==> src/rtl/cc_branch_resolver.sv <==
// Condition-code register, in-flight CC-writer tracking and branch resolution for LC-3b.
// A branch waits until no CC writer is in flight, then resolves nzp against N/Z/P.
module cc_branch_resolver #(
   parameter int          PEND_W   = 3,
   parameter logic [2:0]  CC_RESET = 3'b010
) (
   input  logic              clk,
   input  logic              rst,
   input  logic              cc_issue,
   input  logic              ld_cc,
   input  logic [15:0]       cc_word,
   input  logic              br_valid,
   output logic              br_ready,
   input  logic [2:0]        br_nzp,
   input  logic [15:0]       br_pc,
   input  logic [8:0]        br_offset9,
   output logic              res_valid,
   input  logic              res_ready,
   output logic              res_taken,
   output logic [15:0]       res_target,
   output logic              n,
   output logic              z,
   output logic              p,
   output logic [PEND_W-1:0] cc_pending,
   output logic              cc_ovf,
   output logic [1:0]        dbg_state
);

   // Handshakes: a transfer happens on a rising edge where valid and ready are both high;
   // valid-side payload is held stable until that transfer occurs.

   localparam logic [1:0] S_IDLE    = 2'd0;
   localparam logic [1:0] S_WAIT_CC = 2'd1;
   localparam logic [1:0] S_RESOLVE = 2'd2;

   localparam logic [PEND_W-1:0] CNT_MAX = '1;
   localparam logic [PEND_W-1:0] CNT_ONE = {{(PEND_W-1){1'b0}}, 1'b1};

   logic [2:0]        cc_q, cc_d;
   logic [PEND_W-1:0] cnt_q, cnt_d;
   logic              ovf_q, ovf_d;
   logic [1:0]        state_q, state_d;
   logic [2:0]        nzp_q, nzp_d;
   logic              taken_q, taken_d;
   logic [15:0]       target_q, target_d;
   logic [15:0]       off_ext;

   assign off_ext = {{6{br_offset9[8]}}, br_offset9, 1'b0};

   always_comb begin
      cc_d = cc_q;
      if (ld_cc) begin
         if (cc_word[15])           cc_d = 3'b100;
         else if (cc_word == 16'h0) cc_d = 3'b010;
         else                       cc_d = 3'b001;
      end
   end

   // Saturating counter: no underflow at zero, overflow is recorded instead of wrapping.
   always_comb begin
      cnt_d = cnt_q;
      ovf_d = ovf_q;
      case ({cc_issue, ld_cc})
         2'b10: begin
            if (cnt_q == CNT_MAX) ovf_d = 1'b1;
            else                  cnt_d = cnt_q + CNT_ONE;
         end
         2'b01: begin
            if (cnt_q != '0) cnt_d = cnt_q - CNT_ONE;
         end
         default: ;
      endcase
   end

   always_comb begin
      state_d  = state_q;
      nzp_d    = nzp_q;
      taken_d  = taken_q;
      target_d = target_q;
      case (state_q)
         S_IDLE: begin
            if (br_valid) begin
               nzp_d    = br_nzp;
               target_d = br_pc + off_ext;
               if (br_nzp == 3'b111 || cnt_d == '0) begin
                  state_d = S_RESOLVE;
                  taken_d = |(br_nzp & cc_d);
               end else begin
                  state_d = S_WAIT_CC;
               end
            end
         end
         S_WAIT_CC: begin
            if (cnt_d == '0) begin
               state_d = S_RESOLVE;
               taken_d = |(nzp_q & cc_d);
            end
         end
         S_RESOLVE: begin
            if (res_ready) state_d = S_IDLE;
         end
         default: state_d = S_IDLE;
      endcase
   end

   always_ff @(posedge clk or posedge rst) begin
      if (rst) begin
         cc_q     <= CC_RESET;
         cnt_q    <= '0;
         ovf_q    <= 1'b0;
         state_q  <= S_IDLE;
         nzp_q    <= 3'b000;
         taken_q  <= 1'b0;
         target_q <= 16'h0000;
      end else begin
         cc_q     <= cc_d;
         cnt_q    <= cnt_d;
         ovf_q    <= ovf_d;
         state_q  <= state_d;
         nzp_q    <= nzp_d;
         taken_q  <= taken_d;
         target_q <= target_d;
      end
   end

   assign br_ready   = (state_q == S_IDLE);
   assign res_valid  = (state_q == S_RESOLVE);
   assign res_taken  = taken_q;
   assign res_target = target_q;
   assign n          = cc_q[2];
   assign z          = cc_q[1];
   assign p          = cc_q[0];
   assign cc_pending = cnt_q;
   assign cc_ovf     = ovf_q;
   assign dbg_state  = state_q;

endmodule
==> config.mk <==
export PLATFORM = sky130hd
export DESIGN_NAME = cc_branch_resolver
export DESIGN_NICKNAME = d
export VERILOG_FILES = /design/src/rtl/cc_branch_resolver.sv
export SDC_FILE = /design/constraint.sdc
export NUM_CORES = 1
export LEC_CHECK = 0
export BUFFER_PORTS_ARGS = -buffer_cell sky130_fd_sc_hd__clkbuf_2
export CORE_AREA = 2 2 65 97
export DETAILED_ROUTE_END_ITERATION = 6
export DIE_AREA = 0 0 67 99
export PLACE_DENSITY = 0.65
export SLEW_MARGIN = 20
export SYNTH_ARGS = -nofsm -noshare
export SYNTH_HDL_FRONTEND = slang
export SYNTH_SLANG_ARGS = --single-unit
==> constraint.sdc <==
create_clock -name clk -period 2.2 [get_ports clk]
set_input_delay 0.44 -clock clk [delete_from_list [all_inputs] [get_ports clk]]
set_output_delay 0.44 -clock clk [all_outputs]
set_load 0.01 [all_outputs]
==> impl.org <==
** Outcome
- Result of the run :: finished, final reports clean

** Placement
- Total cell area at the placement stage :: 0.002679 sq mm
- Input and output buffers added on the ports amount to 77.
- Timing analysis after detailed placement gives a worst setup slack of -68.45 ps.
- Gp weighted congestion :: 0.8895
- HPWL after DPL :: 4352 microns

** Cells and area
- The area growth from synthesis to layout is 33.33%.
- Filler instances :: 601
- The repair_antennas step left the layout with diodes totalling 0.
- Layout cell share with drive strength beyond 1 :: 34.31%
- Measured on the finished design, the core utilization comes to 47.75%.
- Nets :: 410
- Final non-filler cell area :: 0.002763 sq mm

** Worst setup path
- Worst Reg-to-Reg Cells :: 8
- Worst reg2reg setup slack :: ~110 ps
- Critical setup path kind :: reg -> reg
- Data on the critical path arrives at its endpoint at 2280 ps.
- At the worst endpoint, the required time is around 2400 ps.
- Sort of element at the start of the critical path :: flop
- STA classifies the critical path endpoint as a flop.
- Endpoint of the worst-slack reg-to-reg timing path :: res_taken$_DFFE_PP0P_
- Along the worst path, the maximum fanout reaches 7.
- Reg-to-Reg Start :: cc_pending[0]$_DFF_PP0_

** Clock tree
- Clock tree root driver cell :: sky130_fd_sc_hd__clkbuf_8
- Clock buffers created by TritonCTS :: 5
- After clock tree synthesis, the flow added hold-fix buffers numbering 0.
- The clock reaches the later pin of the worst-skew pair after 280 ps.
- Clock input transition at the sequential cells of the worst setup and hold paths :: 70 ps
- Deepest level of the CTS H-tree :: 2
- The clock drives 29 sinks.
- CTS tree :: built
- The clock passes through at most 2 buffers.

** Die
- Number of placed I/O pins :: 78
- The floorplan step defined a core boundary enclosing 0.005786 sq mm.
- For this configuration, the core starts out at a cell density of 35.81%.
- Die outline width :: roughly 67 microns
- Floorplan row count :: 34
- Die area :: 0.006633 sq mm
- The die is 99 microns tall.

** Synthesis
- Synthesized area divided by synthesized cell count :: 8.633 sq um
- Most common cell in the synthesized netlist :: sky130_fd_sc_hd__nand2_1
- Summing the sequential cell areas from Yosys gives 35.08% of the chip area.
- Number of enable-type register cells in the synthesized netlist :: 0
- Cell type contributing the most total cell area after synthesis :: sky130_fd_sc_hd__dfrtp_1
- Summed instance area of the synthesized netlist :: roughly 0.0021 sq mm
- The number of nets handed over by synthesis was 310.
- Count of mapped cells out of synthesis :: 240
- Of all flip-flops after synthesis, the portion carrying an async set or reset was 100.0%.
- Leading post-synthesis cells by instance count :: sky130_fd_sc_hd__nand2_1, sky130_fd_sc_hd__dfrtp_1, sky130_fd_sc_hd__o21ai_0, sky130_fd_sc_hd__ha_1
- During synthesis, Yosys emitted a total of 0 warnings.
- In the synthesized netlist the dominant register cell turns out to be sky130_fd_sc_hd__dfrtp_1.
- Flip-flop and latch count after synthesis :: 29
- Yosys mapped the design onto 52 distinct sky130hd cell types.
- In the post-synthesis netlist, the biggest area contributors are sky130_fd_sc_hd__dfrtp_1, sky130_fd_sc_hd__ha_1, sky130_fd_sc_hd__nand2_1.
- The share of synthesized area in the top cell type comes to 33.82%.

** Power and ir drop
- After layout, the design draws a total of 2719 uW.
- Worst ir drop on vdd :: 0.3036 mV
- Per report_power, the sequential group accounts for a little over a third of the total.
- Cell internal power was estimated by the tool at ~1600 uW.
- In this run, the combinational gates consume 49.6% of the power.
- Leakage power :: 0.001437 uW
- Switching Power :: 1125 uW
- The clock network burns 15.3% of the power.
- In this run the power density over the cells is ~980 mW/mm^2.
- Net switching is between 40% and 50% of the power.

** Timing
- Max frequency :: 479.1 MHz
- RSZ-0062 raised after global routing :: no
- Post-route worst setup slack :: 112.7 ps
- Final setup violation count :: 0
- For the pin with the worst max-slew slack, the measured transition is 423.4 ps.
- Worst Clk Skew :: roughly 7.5 ps
- The number of hold-slack violations in the final timing report came to 0.
- Hold slack final :: about 200 ps
- Number of max-slew violations in the final report :: 0
- The smallest clock period supported by the final layout is computed as 2087 ps.
- Tightest slew margin relative to the limit :: 71.77%
- Share of the cycle needed by the critical path after routing :: between 90 and 100%

** Detailed routing
- In this run the remaining antenna-violating nets after routing total 0.
- After detailed routing, the number of remaining DRC violations is 0.
- The first routing iteration left 54 violations.
- The first detailed-routing pass took 4 iterations.
- Average wire length per cell after detail routing :: 12.66 microns
- Wires add up to about 5200 microns.
- In the routed layout, each cell is associated on average with a via count of between 5 and 6.
- Number of vias in the routed layout :: 2089

** Flow run
- Maximum Capacitance Violations :: 0

** GRT
- Global-route wire length before repair :: about 8500 microns
- Entering global routing, the biggest net connects 30 pins.
- The number of antenna violations at the first check in global routing was 0.
- For this run the aggregate overflow at the end of global routing stands at 0.
- Total global-route track usage :: 16.60%
- The via count of the first global-routing pass is between 1500 and 2000.

** Min path
- Worst hold path type :: in -> async
-- final cells by class --
class / instances / area (sq um) / area share (%)
Clock inverter: 2 / 10.01 / 0.3623
Timing Repair Buffer: 98 / 543.0 / 19.66
Clock buffer: 6 / 72.57 / 2.627
Multi-Input combinational cell: 192 / 1266 / 45.83
Inverter: 14 / 52.55 / 1.902
Sequential cell: 29 / 728.2 / 26.36
Tap cell: 72 / 90.09 / 3.261
-- worst max-delay path, cell delays in order, from the launching register on --
cell and delay, ps:
sky130_fd_sc_hd__dfrtp_2 450, sky130_fd_sc_hd__inv_1 110, sky130_fd_sc_hd__ha_1 230, sky130_fd_sc_hd__nor3b_2 180, sky130_fd_sc_hd__o22ai_1 100, sky130_fd_sc_hd__a221o_1 360, sky130_fd_sc_hd__nor3_4 240, sky130_fd_sc_hd__a21oi_2 100
sky130_fd_sc_hd__o31ai_2 230
-- flip-flops by register name (all words and copies together) (netlist names) --
name,cells
res_target,16
cc_ovf,1
dbg_state,2
cc_q,3
nzp_q,3
cc_pending,3
res_taken,1
-- worst max path at each step --
| stage | startpoint | endpoint | slack, ps | depth (start not counted) |
|---|---|---|---|---|
| floorplan | br_pc[1] | res_target[9]$_DFFE_PP0P_ | 60 | 8 |
| global placement | br_pc[1] | res_target[15]$_DFFE_PP0P_ | -50 | 10 |
| detailed placement | br_pc[1] | res_target[15]$_DFFE_PP0P_ | -70 | 10 |
| CTS | cc_pending[0]$_DFF_PP0_ | res_taken$_DFFE_PP0P_ | 80 | 8 |
| global route | cc_pending[0]$_DFF_PP0_ | res_taken$_DFFE_PP0P_ | 3 | 8 |
| finish | cc_pending[0]$_DFF_PP0_ | res_taken$_DFFE_PP0P_ | 110 | 8 |
-- timing repair --
| item | in CTS | in global routing |
|---|---|---|
| endpoints found under the setup margin | 0 | 1 |
| resized for setup | 0 | 1 |
| buffers inserted | 0 | 0 |
-- per-stage QoR --
stage               setup TNS, ps  cells
floorplan                       0    240
global placement           -117.6    405
detailed placement         -211.8    405
CTS                             0    413
global route                    0    413
finish                          0    413
-- routing by layer --
metal  routed length, microns  GRT usage (%)  part of all wire [%]  vias to the layer above
met1                     1915          16.88                    37                      959
li1                         -              -                     -                     1062
met3                      252          2.740                   4.8                        9
met2                     2952          31.76                    56                       59
met4                      107          6.907                   2.0                        0
met5                        0              0                     0                        -
-- power groups by stage --
stage / sequential (uW) / combinational, uW / clock, uW
floorplan: 1010 / 773 / 0
CTS: 954 / 1380 / 433
global placement: 958 / 1340 / 0
global route: 992 / 1530 / 456
finish: 956 / 1350 / 415
detailed placement: 962 / 1370 / 0
-- cell families (layout without fill, tap and decap cells) --
family / count (synthesis) / in the layout / share of synthesized area [%]
simple gates: 90 / 90 / 21.32
compound gates: 68 / 68 / 21.08
flops: 29 / 29 / 35.08
fa+ha+maj: 20 / 20 / 12.44
buf+inv: 19 / 120 / 3.804
xor+xnor: 10 / 10 / 4.227
mux: 4 / 4 / 2.053
-- cells in the final DEF, fill, tap and decap left out, types with 4 or more instances in the layout --
cell / n
sky130_fd_sc_hd__buf_4: 21
sky130_fd_sc_hd__inv_1: 14
sky130_fd_sc_hd__clkbuf_8: 5
sky130_fd_sc_hd__nor2_1: 12
sky130_fd_sc_hd__ha_1: 19
sky130_fd_sc_hd__dfrtp_1: 27
sky130_fd_sc_hd__a21o_1: 4
sky130_fd_sc_hd__nor4_1: 4
sky130_fd_sc_hd__a21oi_1: 14
sky130_fd_sc_hd__nand2_1: 38
sky130_fd_sc_hd__xnor2_1: 4
sky130_fd_sc_hd__xor2_1: 6
sky130_fd_sc_hd__nand3_1: 7
sky130_fd_sc_hd__clkbuf_2: 77
sky130_fd_sc_hd__nor3_1: 7
sky130_fd_sc_hd__nand2b_1: 4
sky130_fd_sc_hd__nor2b_1: 4
sky130_fd_sc_hd__o21ai_0: 20
Power figures use the tool's default switching activity.
